`src/rtl/seq_rgb_comparator.sv`:
```
// Bit-serial MSB-first magnitude comparator with start/busy/done handshake.
// Registered RGB result: R = a>b, G = a==b, B = a<b; cycles = bits examined.
module seq_rgb_comparator #(
  parameter int WIDTH      = 8,
  parameter bit SIGNED     = 1'b0,
  parameter bit EARLY_EXIT = 1'b1
) (
  input  logic                         clk,
  input  logic                         rst,
  input  logic                         start,
  input  logic [WIDTH-1:0]             a,
  input  logic [WIDTH-1:0]             b,
  output logic                         busy,
  output logic                         done,
  output logic                         R,
  output logic                         G,
  output logic                         B,
  output logic [$clog2(WIDTH+1)-1:0]   cycles
);

  localparam int CW = $clog2(WIDTH+1);

  typedef enum logic [1:0] {S_IDLE, S_SHIFT, S_DONE} state_t;

  state_t          state_q, state_d;
  logic [WIDTH-1:0] sa_q, sa_d;
  logic [WIDTH-1:0] sb_q, sb_d;
  logic [CW-1:0]   cnt_q, cnt_d;
  logic            found_q, found_d;
  logic [2:0]      res_q, res_d;
  logic [2:0]      rgb_q, rgb_d;
  logic [CW-1:0]   cycles_q, cycles_d;
  logic            busy_q, busy_d;
  logic            done_q, done_d;

  logic            diff, first, finish;
  logic [2:0]      dec;

  // {R,G,B} for a differing bit; the sign bit inverts the sense in signed mode.
  function automatic logic [2:0] decide(input logic a_bit, input logic is_sign);
    logic a_wins;
    a_wins = (SIGNED && is_sign) ? ~a_bit : a_bit;
    return a_wins ? 3'b100 : 3'b001;
  endfunction

  always_comb begin
    state_d  = state_q;
    sa_d     = sa_q;
    sb_d     = sb_q;
    cnt_d    = cnt_q;
    found_d  = found_q;
    res_d    = res_q;
    rgb_d    = rgb_q;
    cycles_d = cycles_q;
    busy_d   = busy_q;
    done_d   = 1'b0;
    diff     = sa_q[WIDTH-1] ^ sb_q[WIDTH-1];
    first    = diff && !found_q;
    finish   = (EARLY_EXIT && diff) || (cnt_q == CW'(WIDTH-1));
    dec      = decide(sa_q[WIDTH-1], cnt_q == '0);

    case (state_q)
      S_IDLE, S_DONE: begin
        if (start) begin
          state_d = S_SHIFT;
          sa_d    = a;
          sb_d    = b;
          cnt_d   = '0;
          found_d = 1'b0;
          res_d   = 3'b010;
          busy_d  = 1'b1;
        end else begin
          state_d = S_IDLE;
          busy_d  = 1'b0;
        end
      end
      S_SHIFT: begin
        sa_d  = sa_q << 1;
        sb_d  = sb_q << 1;
        cnt_d = cnt_q + CW'(1);
        if (first) begin
          found_d = 1'b1;
          res_d   = dec;
        end
        if (finish) begin
          state_d  = S_DONE;
          busy_d   = 1'b0;
          done_d   = 1'b1;
          cycles_d = cnt_q + CW'(1);
          // Only the first differing bit decides; later differences are ignored.
          if (first)        rgb_d = dec;
          else if (found_q) rgb_d = res_q;
          else              rgb_d = 3'b010;
        end
      end
      default: begin
        state_d = S_IDLE;
        busy_d  = 1'b0;
      end
    endcase
  end

  always_ff @(posedge clk) begin
    if (rst) begin
      state_q  <= S_IDLE;
      sa_q     <= '0;
      sb_q     <= '0;
      cnt_q    <= '0;
      found_q  <= 1'b0;
      res_q    <= 3'b000;
      rgb_q    <= 3'b000;
      cycles_q <= '0;
      busy_q   <= 1'b0;
      done_q   <= 1'b0;
    end else begin
      state_q  <= state_d;
      sa_q     <= sa_d;
      sb_q     <= sb_d;
      cnt_q    <= cnt_d;
      found_q  <= found_d;
      res_q    <= res_d;
      rgb_q    <= rgb_d;
      cycles_q <= cycles_d;
      busy_q   <= busy_d;
      done_q   <= done_d;
    end
  end

  assign busy   = busy_q;
  assign done   = done_q;
  assign R      = rgb_q[2];
  assign G      = rgb_q[1];
  assign B      = rgb_q[0];
  assign cycles = cycles_q;

endmodule

```
`config.mk`:
```
export PLATFORM = sky130hd
export DESIGN_NAME = seq_rgb_comparator
export DESIGN_NICKNAME = d
export VERILOG_FILES = /design/src/rtl/seq_rgb_comparator.sv
export SDC_FILE = /design/constraint.sdc
export NUM_CORES = 1
export LEC_CHECK = 0
export CORE_MARGIN = 1
export CORE_UTILIZATION = 35
export CTS_CLUSTER_DIAMETER = 200
export DETAILED_ROUTE_END_ITERATION = 7
export HOLD_SLACK_MARGIN = 0.12
export SYNTH_ARGS = -nofsm -noshare
export SYNTH_HDL_FRONTEND = slang
export SYNTH_SLANG_ARGS = --single-unit
```
`constraint.sdc`:
```
create_clock -name clk -period 2.45 [get_ports clk]
set_clock_uncertainty 0.1 [all_clocks]
set_input_delay 0.49 -clock clk [delete_from_list [all_inputs] [get_ports clk]]
set_output_delay 0.49 -clock clk [all_outputs]
set_load 0.1 [all_outputs]
```
==> metrics.txt <==
Synth Net Count 172; total number of nets in the final design 197; maximum resistive drop on vdd 354 uV; mean instance size in the synthesized netlist 8.64 um^2; first-pass GRT wire length 4.80 mm; Final GP Congestion 0.733; cell with the most instances after synthesis dfxtp_1; number of cells traversed by the worst hold path 2; die height 63.3 um; detailed router's first-iteration violation count 88; number of top-level pins 28; die width 63.3 um; non-filler instance count after layout 224; critical path launch point type register; clock tree from TritonCTS yes; proportion of layout cells with a drive suffix above 1 0.112; max-capacitance violation count 0; wire per inst 12.4 um; CTS Hold Buffers Added 0; maximum number of pins on one net before global-route repair 35; DIE AREA 4000 um^2; final routed wirelength across all metal layers 2.77 mm; core outline area 3470 um^2; origin of the worst setup path cnt_q[0]; Pre-antenna DRT Iters 4; number of instances in the placed design 216; endpoint class of the critical path register; number of I/O port buffers 27; Yosys Warn Count 0; Critical R2R Launch cnt_q[0]; Yosys top cell area share 0.518; worst reg2reg path endpoint cycles[1]; combined flip-flop and latch cell area 681 um^2; count of clock tree sinks 34; Resized cells post-CTS 0; share of the yosys chip area belonging to registers 0.518; via-per-instance ratio 5.08; Worst Reg-to-Reg Cells 5; hold_sp res_q[0]; Yosys top cell by area dfxtp_1; sum of overflow across all layers after global routing 0; number of antenna violations at the first check in global routing 0; number of design rule violations left after detail routing 0; Crit path required time 2510 ps; number of hold violations in the final report 0; leakage power of the design 0.630 nW; count of flip-flops with a built-in enable after synthesis 0; overall fraction of global-route tracks in use 0.159; Setup Fix Bufs, Post-CTS 0; setup repair after global routing missed its margin false; status finished, final reports clean; number of fillers in the final layout 356; post-synthesis cell area 1310 um^2; post-synthesis register bit count 34; fraction of synthesis flops using an asynchronous set or reset pin 0; vias in the first global route 1070; number of diodes 0; GRT met1 Usage 0.192; Root Buffer Master clkbuf_8; data arrival time at the worst-slack endpoint 1900 ps; Area Growth Syn to Fin 28.4%; number of buffers on the longest clock path 2; min Tclk post-route 1840 ps; Area contributors post-synth dfxtp_1, nor2_1, o22ai_1; top cells by count, synth dfxtp_1, nor2_1, nor3_1, o22ai_1, a21oi_1; half-perimeter wire length after detailed placement 1.88 mm; GR Layer Usage met3 0.0453; final number of max-transition violations 0; type of the most critical hold path reg2reg; most utilized layer in the global route result met2; number of instances in the synthesized netlist 152; initial core utilization 0.379; Setup Viol. Count Final 0; via total after detailed routing 1139; deepest level of the CTS H-tree 2; met2 global-route usage 0.242; slew margin rel. 0.593; area used by multi-input combinational logic 587 um^2; final-layout setup total negative slack 0 ps; Tightest Pin Transition 611 ps; Reg clk slew, reported paths 70 ps; number of clock buffers inserted by TritonCTS 5; end point of the worst hold path res_q[0]; Worst Setup Path Type reg2reg; ratio of final minimum period to clock period 0.752; source-to-sink clock delay at the later pin of the worst-skew pair 280 ps; number of standard-cell rows in the floorplan 21; dominant synthesized flop cell dfxtp_1; number of different library cells in the post-synthesis netlist 24; number of nets with antenna violations after detailed routing 0; maximum net fanout on the critical path 14; reg-to-reg slack, setup 610 ps; highest clock rate 543 MHz; power per standard cell area 793 nW/um^2
[cells in the final DEF (no fill, tap or decap)]
cell	netlist	final
nand3_1	5	5
nor3_1	14	14
nor3b_1	2	2
clkbuf_1	8	1
buf_4	0	12
a21oi_2	1	1
a21oi_1	10	10
nand2_1	4	4
clkbuf_8	0	6
o22ai_1	14	14
clkinv_2	0	1
ha_1	1	1
clkdlybuf4s50_1	0	18
nand3b_1	2	2
mux2i_1	3	3
or2_0	1	1
a211oi_1	5	5
xnor2_1	3	3
or3_1	1	1
nor2_1	29	29
a21o_1	1	1
nand2b_1	2	2
nor2b_1	4	4
o21ai_0	1	1
dfxtp_1	34	34
a22oi_1	3	3
[power by group]
| part | internal (W) | leakage [nW] | switching, W |
|---|---|---|---|
| Combinational | 0.000105 | 0.303 | 0.000184 |
| Sequential | 0.000602 | 0.279 | 0.0000312 |
| Clock | 0.000226 | 0.0482 | 0.000189 |
[final cells by class]
| type | instances | share of cell area |
|---|---|---|
| Sequential cell | 34 | 0.404 |
| Timing Repair Buffer | 30 | 0.160 |
| Clock inverter | 1 | 0.00297 |
| Clock buffer | 7 | 0.0512 |
| Tap cell | 46 | 0.0341 |
| Multi-Input combinational cell | 106 | 0.348 |
[critical path, stage by stage, from the launching register on]
cell	delay, ps
dfxtp_1	400
ha_1	250
nand3b_1	130
a21oi_2	520
mux2i_1	260
nor2_1	50
[stage by stage]
step / hold WS, ps / power [W] / setup WS [ps] / utilization / area, um^2
after CTS: 375 / 0.00135 / 582 / 0.486 / 1690
after floorplan: 344 / 0.000855 / 242 / - / 1310
after global placement: 353 / 0.000930 / 482 / 0.460 / 1600
final: 374 / 0.00134 / 608 / 0.486 / 1690
after global routing: 396 / 0.00141 / 453 / 0.486 / 1690
after detailed placement: 366 / 0.000935 / 457 / 0.460 / 1600
[cells by family after synthesis]
logic type                 synth area share
buffers and inverters                0.0352
AOI/OAI and AO/OA                     0.167
and+or+nand+nor                       0.228
adders and majority gates           0.00952
xor gates and xnor gates             0.0200
muxes                                0.0229
DFF                                   0.518
[registers in the layout, indices dropped and copies added (netlist names)]
signal and flops:
busy 1, cnt_q 4, cycles 4, done 1, found_q 1, res_q 3, rgb_q 3, sa_q 8
sb_q 8, state_q 1
[how the worst max path moves through the flow]
stage	slack, ps	end	cells past startpoint
after detailed placement	460	sa_q[4]	5
after global placement	480	sa_q[3]	5
final	610	cycles[1]	5
after global routing	450	rgb_q[0]	5
after CTS	580	rgb_q[0]	5
after floorplan	240	cycles[2]	6
[layer usage]
layer | vias up | routed length [um] | share of wire
li1 | 587 | - | -
met1 | 525 | 1340 | 0.48
met2 | 23 | 1270 | 0.46
met3 | 4 | 116 | 0.042
met4 | 0 | 44 | 0.016
met5 | - | 0 | 0
(Power assumes the default switching activity.)
